File: src/rtl/clkdiv_ctrl.sv
// Runtime tick-divider controller: divisor shadowing applied on period boundaries, burst/free-run sequencing.
// Optional feature macro CLKDIV_CTRL_TICK_CNT_EN adds a saturating 32-bit tick_count output.
module clkdiv_ctrl #(
  parameter int CNT_WIDTH   = 16,
  parameter int DEF_DIV     = 5208,
  parameter int BURST_WIDTH = 8
) (
  input  logic                   clk,
  input  logic                   rst,
  input  logic                   cfg_valid,
  output logic                   cfg_ready,
  input  logic [CNT_WIDTH-1:0]   cfg_div,
  input  logic [BURST_WIDTH-1:0] cfg_burst,
  input  logic                   start,
  input  logic                   stop,
  output logic                   busy,
  output logic                   tick,
  output logic                   done,
  output logic [CNT_WIDTH-1:0]   div_cur
`ifdef CLKDIV_CTRL_TICK_CNT_EN
  ,
  output logic [31:0]            tick_count
`endif
);

  localparam logic [CNT_WIDTH-1:0]   DIV_RST    = CNT_WIDTH'(DEF_DIV);
  localparam logic [CNT_WIDTH-1:0]   CNT_ZERO   = {CNT_WIDTH{1'b0}};
  localparam logic [CNT_WIDTH-1:0]   CNT_ONE    = CNT_WIDTH'(1);
  localparam logic [BURST_WIDTH-1:0] BURST_ZERO = {BURST_WIDTH{1'b0}};
  localparam logic [BURST_WIDTH-1:0] BURST_ONE  = BURST_WIDTH'(1);

  // FINISH holds busy for the cycle that carries the final tick/done.
  typedef enum logic [1:0] {
    ST_IDLE   = 2'd0,
    ST_RUN    = 2'd1,
    ST_FINISH = 2'd2
  } state_t;

  function automatic logic [CNT_WIDTH-1:0] clamp_div(input logic [CNT_WIDTH-1:0] d);
    clamp_div = (d == CNT_ZERO) ? CNT_ONE : d;
  endfunction

  state_t                 state_r, state_s;
  logic [CNT_WIDTH-1:0]   cnt_r, cnt_s;
  logic [CNT_WIDTH-1:0]   div_r, div_s;
  logic [BURST_WIDTH-1:0] burst_r, burst_s;
  logic [BURST_WIDTH-1:0] remain_r, remain_s;
  logic                   shd_full_r, shd_full_s;
  logic [CNT_WIDTH-1:0]   shd_div_r, shd_div_s;
  logic [BURST_WIDTH-1:0] shd_burst_r, shd_burst_s;
  logic                   tick_r, tick_s;
  logic                   done_r, done_s;
  logic                   busy_r;
  logic                   ready_r;
  logic                   accept_s, period_end_s;
  logic                   apply_shd_s, load_cfg_s, fill_shd_s;

  // Next-state, counter and configuration-path decode.
  always_comb begin
    state_s      = state_r;
    cnt_s        = cnt_r;
    div_s        = div_r;
    burst_s      = burst_r;
    remain_s     = remain_r;
    shd_full_s   = shd_full_r;
    shd_div_s    = shd_div_r;
    shd_burst_s  = shd_burst_r;
    tick_s       = 1'b0;
    done_s       = 1'b0;
    apply_shd_s  = 1'b0;
    load_cfg_s   = 1'b0;
    fill_shd_s   = 1'b0;
    accept_s     = cfg_valid && ready_r;
    period_end_s = (cnt_r == (div_r - CNT_ONE));

    case (state_r)
      ST_IDLE: begin
        cnt_s      = CNT_ZERO;
        load_cfg_s = accept_s;
        if (start) begin
          state_s  = ST_RUN;
          remain_s = burst_r;
        end else begin
          state_s  = ST_IDLE;
        end
      end
      ST_RUN: begin
        if (period_end_s) begin
          tick_s      = 1'b1;
          cnt_s       = CNT_ZERO;
          remain_s    = remain_r - BURST_ONE;
          apply_shd_s = shd_full_r;
          fill_shd_s  = accept_s;
          if ((burst_r != BURST_ZERO) && (remain_r == BURST_ONE)) begin
            done_s  = 1'b1;
            state_s = ST_FINISH;
          end else if (stop) begin
            state_s = ST_IDLE;
          end else begin
            state_s = ST_RUN;
          end
        end else if (stop) begin
          state_s     = ST_IDLE;
          cnt_s       = CNT_ZERO;
          apply_shd_s = shd_full_r;
          load_cfg_s  = accept_s;
        end else begin
          cnt_s      = cnt_r + CNT_ONE;
          fill_shd_s = accept_s;
        end
      end
      ST_FINISH: begin
        state_s     = ST_IDLE;
        cnt_s       = CNT_ZERO;
        apply_shd_s = shd_full_r;
        load_cfg_s  = accept_s;
      end
      default: begin
        state_s = ST_IDLE;
        cnt_s   = CNT_ZERO;
      end
    endcase

    // Shadow apply wins; a new offer is only accepted while the shadow is empty.
    if (apply_shd_s) begin
      div_s      = shd_div_r;
      burst_s    = shd_burst_r;
      remain_s   = shd_burst_r;
      shd_full_s = 1'b0;
    end else if (load_cfg_s) begin
      div_s      = clamp_div(cfg_div);
      burst_s    = cfg_burst;
      remain_s   = cfg_burst;
    end else if (fill_shd_s) begin
      shd_full_s  = 1'b1;
      shd_div_s   = clamp_div(cfg_div);
      shd_burst_s = cfg_burst;
    end else begin
      shd_full_s  = shd_full_r;
    end
  end

  // State and registered outputs.
  always_ff @(posedge clk) begin
    if (rst) begin
      state_r     <= ST_IDLE;
      cnt_r       <= CNT_ZERO;
      div_r       <= DIV_RST;
      burst_r     <= BURST_ZERO;
      remain_r    <= BURST_ZERO;
      shd_full_r  <= 1'b0;
      shd_div_r   <= DIV_RST;
      shd_burst_r <= BURST_ZERO;
      tick_r      <= 1'b0;
      done_r      <= 1'b0;
      busy_r      <= 1'b0;
      ready_r     <= 1'b1;
    end else begin
      state_r     <= state_s;
      cnt_r       <= cnt_s;
      div_r       <= div_s;
      burst_r     <= burst_s;
      remain_r    <= remain_s;
      shd_full_r  <= shd_full_s;
      shd_div_r   <= shd_div_s;
      shd_burst_r <= shd_burst_s;
      tick_r      <= tick_s;
      done_r      <= done_s;
      busy_r      <= (state_s != ST_IDLE);
      ready_r     <= !shd_full_s;
    end
  end

  assign tick      = tick_r;
  assign done      = done_r;
  assign busy      = busy_r;
  assign cfg_ready = ready_r;
  assign div_cur   = div_r;

`ifdef CLKDIV_CTRL_TICK_CNT_EN
  logic [31:0] tick_cnt_r;

  // Saturating count of issued ticks, cleared when a run starts.
  always_ff @(posedge clk) begin
    if (rst) begin
      tick_cnt_r <= 32'd0;
    end else if ((state_r == ST_IDLE) && start) begin
      tick_cnt_r <= 32'd0;
    end else if (tick_s && (tick_cnt_r != 32'hFFFF_FFFF)) begin
      tick_cnt_r <= tick_cnt_r + 32'd1;
    end else begin
      tick_cnt_r <= tick_cnt_r;
    end
  end

  assign tick_count = tick_cnt_r;
`endif

endmodule
File: config.mk
export PLATFORM = sky130hd
export DESIGN_NAME = clkdiv_ctrl
export DESIGN_NICKNAME = d
export VERILOG_FILES = /design/src/rtl/clkdiv_ctrl.sv
export SDC_FILE = /design/constraint.sdc
export NUM_CORES = 1
export LEC_CHECK = 0
export BUFFER_PORTS_ARGS = -buffer_cell sky130_fd_sc_hd__buf_4
export CAP_MARGIN = 10
export CORE_UTILIZATION = 58
export DETAILED_ROUTE_END_ITERATION = 7
export GPL_TIMING_DRIVEN = 0
export PLACE_DENSITY = 0.89
export SLEW_MARGIN = 15
export SYNTH_ARGS = -nofsm -noshare
export SYNTH_HDL_FRONTEND = slang
export SYNTH_SLANG_ARGS = --single-unit
File: constraint.sdc
create_clock -name clk -period 4.3 [get_ports clk]
set_clock_uncertainty 0.2 [all_clocks]
set_input_delay 0.215 -clock clk [delete_from_list [all_inputs] [get_ports clk]]
set_output_delay 0.215 -clock clk [all_outputs]
set_load 0.01 [all_outputs]
==> impl_metrics.env <==
export IMPL_worst_skew_pair_late_latency_ns=0.37
export IMPL_die_w_um=87.4
export IMPL_synth_area_top_cells="dfxtp_1 37%, a21oi_1 4.5%, nand3_1 4.3%"
export IMPL_p_int_mw=1.11
export IMPL_nFillCells=498
export IMPL_cp_arrival_ns=4.25
export IMPL_drtPass1Iterations=7
export IMPL_hp_class="input pin to register"
export IMPL_syn_inst=489
export IMPL_setup_viol=0
export IMPL_p_comb_frac=0.183
export IMPL_fin_crit_sh=0.984
export IMPL_max_cap_violations=0
export IMPL_cts_made_buffers=9
export IMPL_ctsLongestPathBuffers=2
export IMPL_diodes=0
export IMPL_grt_setup_unrepaired="yes"
export IMPL_synth_avg_cell_area_um2=8.65
export IMPL_synth_seq_area_share=0.374
export IMPL_vias_per_cell=6.41
export IMPL_overflow=0
export IMPL_antenna_found_initial=0
export IMPL_gr_usage_all_layers=0.329
export IMPL_clkPwrFrac=0.322
export IMPL_grt_pass1_vias=4069
export IMPL_worstSetupPathType="register to register"
export IMPL_synth_top_area_cell="dfxtp_1"
export IMPL_met3_length_um=1010
export IMPL_grt_pass1_wl_um=19300
export IMPL_cts_root_buffer="clkbuf_8"
export IMPL_fp_dieH_um=87.4
export IMPL_cp_max_fo=10
export IMPL_io_buffers=48
export IMPL_crit_required_ns=4.32
export IMPL_clock_sinks=79
export IMPL_die_area_um2=7640
export IMPL_final_cells=672
export IMPL_finalHoldViolations=0
export IMPL_ir_worst_vdd_mv=0.186
export IMPL_synthesis_nets=526
export IMPL_drt_wirelength_per_cell_um=17.8
export IMPL_worst_pin_slew_ns=0.790
export IMPL_p_leak_nw=1.93
export IMPL_ios=49
export IMPL_period_minus_slack_ns=4.23
export IMPL_path_clk_slew_ns=0.09
export IMPL_pwr_share_seq=0.495
export IMPL_power_density_nw_per_um2=314
export IMPL_dp_hpwl_um=8290
export IMPL_antenna_left=0
export IMPL_ys_flop_type="dfxtp_1"
export IMPL_layout_nets=608
export IMPL_route_detailed_drc=0
export IMPL_fmax_mhz=236
export IMPL_yosysWarnings=0
export IMPL_finalSetupTns_ns=0
export IMPL_top_layer_used="met4"
export IMPL_drv_slew=0
export IMPL_num_vias=4310
export IMPL_synth_edf_count=0
export IMPL_gp_congestion=0.922
export IMPL_cts_htree_levels=3
export IMPL_start_util=0.612
export IMPL_slew_headroom=0.473
export IMPL_wirelength_um=12000
export IMPL_power_total_mw=1.61
export IMPL_ys_ff_latch=79
export IMPL_grt_max_degree=16
export IMPL_crit_path_end_kind="register"
export IMPL_dpl_cell_area_um2=4710
export IMPL_stdcell_area_um2=5130
export IMPL_met1_length_um=4730
export IMPL_yosys_top_cells_count="79 x dfxtp_1, 38 x a21oi_1, 37 x nor2_1"
export IMPL_met2_length_um=5890
export IMPL_ys_types=60
export IMPL_cts_tree="yes"
export IMPL_netlist_area_um2=4230
export IMPL_placed_cells=633
export IMPL_switching_share=0.308
export IMPL_synth_top_area_share=0.374
export IMPL_async_flop_share=0
export IMPL_p_sw_uw=496
export IMPL_num_rows=30
export IMPL_postCtsSetupRepairBufs=0
export IMPL_coreArea_um2=6910
export IMPL_status="complete, no violations"
export IMPL_drt_first_iter_violations=349
export IMPL_drive_gt1_frac=0.156
export IMPL_syn_to_final_growth_pct=21.4
export IMPL_yosysMostFrequentCell="dfxtp_1"
export IMPL_cp_start_kind="register"
## repair_timing
action / in CTS / in global routing
hold endpoints to repair: 23 / 0
hold buffers: 23 / 0
endpoints found under the setup margin: 0 / 38
resized for setup: 0 / 3
## path summary, 6_finish.rpt
path / startpoint / endpoint / slack, ns / depth (start not counted)
setup reg to reg: div_cur[0] / remain_r[7] / 0.07 / 11
setup / recovery: div_cur[0] / remain_r[7] / 0.07 / 11
hold / removal: stop / state_r[0] / 0.07 / 3
hold reg to reg: shd_burst_r[3] / shd_burst_r[3] / 0.28 / 2
## sequential cells by signal, summed over array words and instances, names as in the netlist
name	flops
state_r	2
done	1
cfg_ready	1
burst_r	8
busy	1
shd_burst_r	8
tick	1
shd_div_r	16
remain_r	8
shd_full_r	1
cnt_r	16
div_cur	16
## metrics by stage
stage	hold WS (ns)	setup slack, ns	utilization
2_1_floorplan	0.138	0.672	-
4_1_cts	0.0594	0.0486	0.741
3_5_place_dp	0.255	0.0746	0.682
3_3_place_gp	0.244	0.150	0.682
5_1_grt	0.0657	-0.0818	0.743
6_report	0.0718	0.0678	0.743
## cell families (layout without fill, tap and decap cells)
group,count (synthesis),in the layout,synth area share
and+or+nand+nor,180,180,0.232
AOI/OAI and AO/OA,139,139,0.241
DFF,79,79,0.374
buffers and inverters,43,130,0.0426
xor gates and xnor gates,38,38,0.0822
adders and majority gates,8,8,0.0237
muxes,2,2,0.00503
## critical path: stages, from the launching register on
cell	delay (ns)
dfxtp_1	0.42
or4_1	0.57
or3_4	0.39
a2111oi_4	0.41
nand3_1	0.11
or4_1	0.48
clkbuf_1	0.25
and2_1	0.23
clkbuf_1	0.18
clkbuf_1	0.30
a31oi_1	0.44
a221oi_2	0.10
## layout by cell type (no fill, tap or decap), types with 18 or more instances in the layout
cell           Yosys  layout
buf_4              0      48
nand3_1           36      36
dfxtp_1           79      79
dlygate4sd3_1      0      23
xor2_1            18      18
nor2_1            37      37
a21oi_1           38      37
xnor2_1           19      19
clkbuf_1          23      23
nand2_1           30      30
o21ai_0           28      28
## area by class of cell
cell class	instances	area (um2)	share of cell area
plain buffers	29	128	0.0249
clock buffers	9	124	0.0241
clock inverters	7	55.1	0.0107
inverters	14	52.6	0.0102
multi-input cells	367	2480	0.484
flip-flops and latches	79	1580	0.308
well taps	96	120	0.0234
repair buffers	71	591	0.115
## per-layer routing
layer  up-vias  global-route usage
met5         -                   0
met4         0               0.151
met2       272               0.560
met3        38              0.0512
met1      2018               0.409
li1       1982                   -
## power by group through the flow
| stage | Combinational, mW | Clock, mW | Sequential [mW] |
|---|---|---|---|
| 6_report | 0.294 | 0.519 | 0.797 |
| 3_3_place_gp | 0.258 | 0 | 0.809 |
| 4_1_cts | 0.286 | 0.519 | 0.794 |
| 2_1_floorplan | 0.178 | 0 | 0.806 |
| 5_1_grt | 0.318 | 0.554 | 0.801 |
| 3_5_place_dp | 0.268 | 0 | 0.811 |
(Power assumes the default switching activity.)
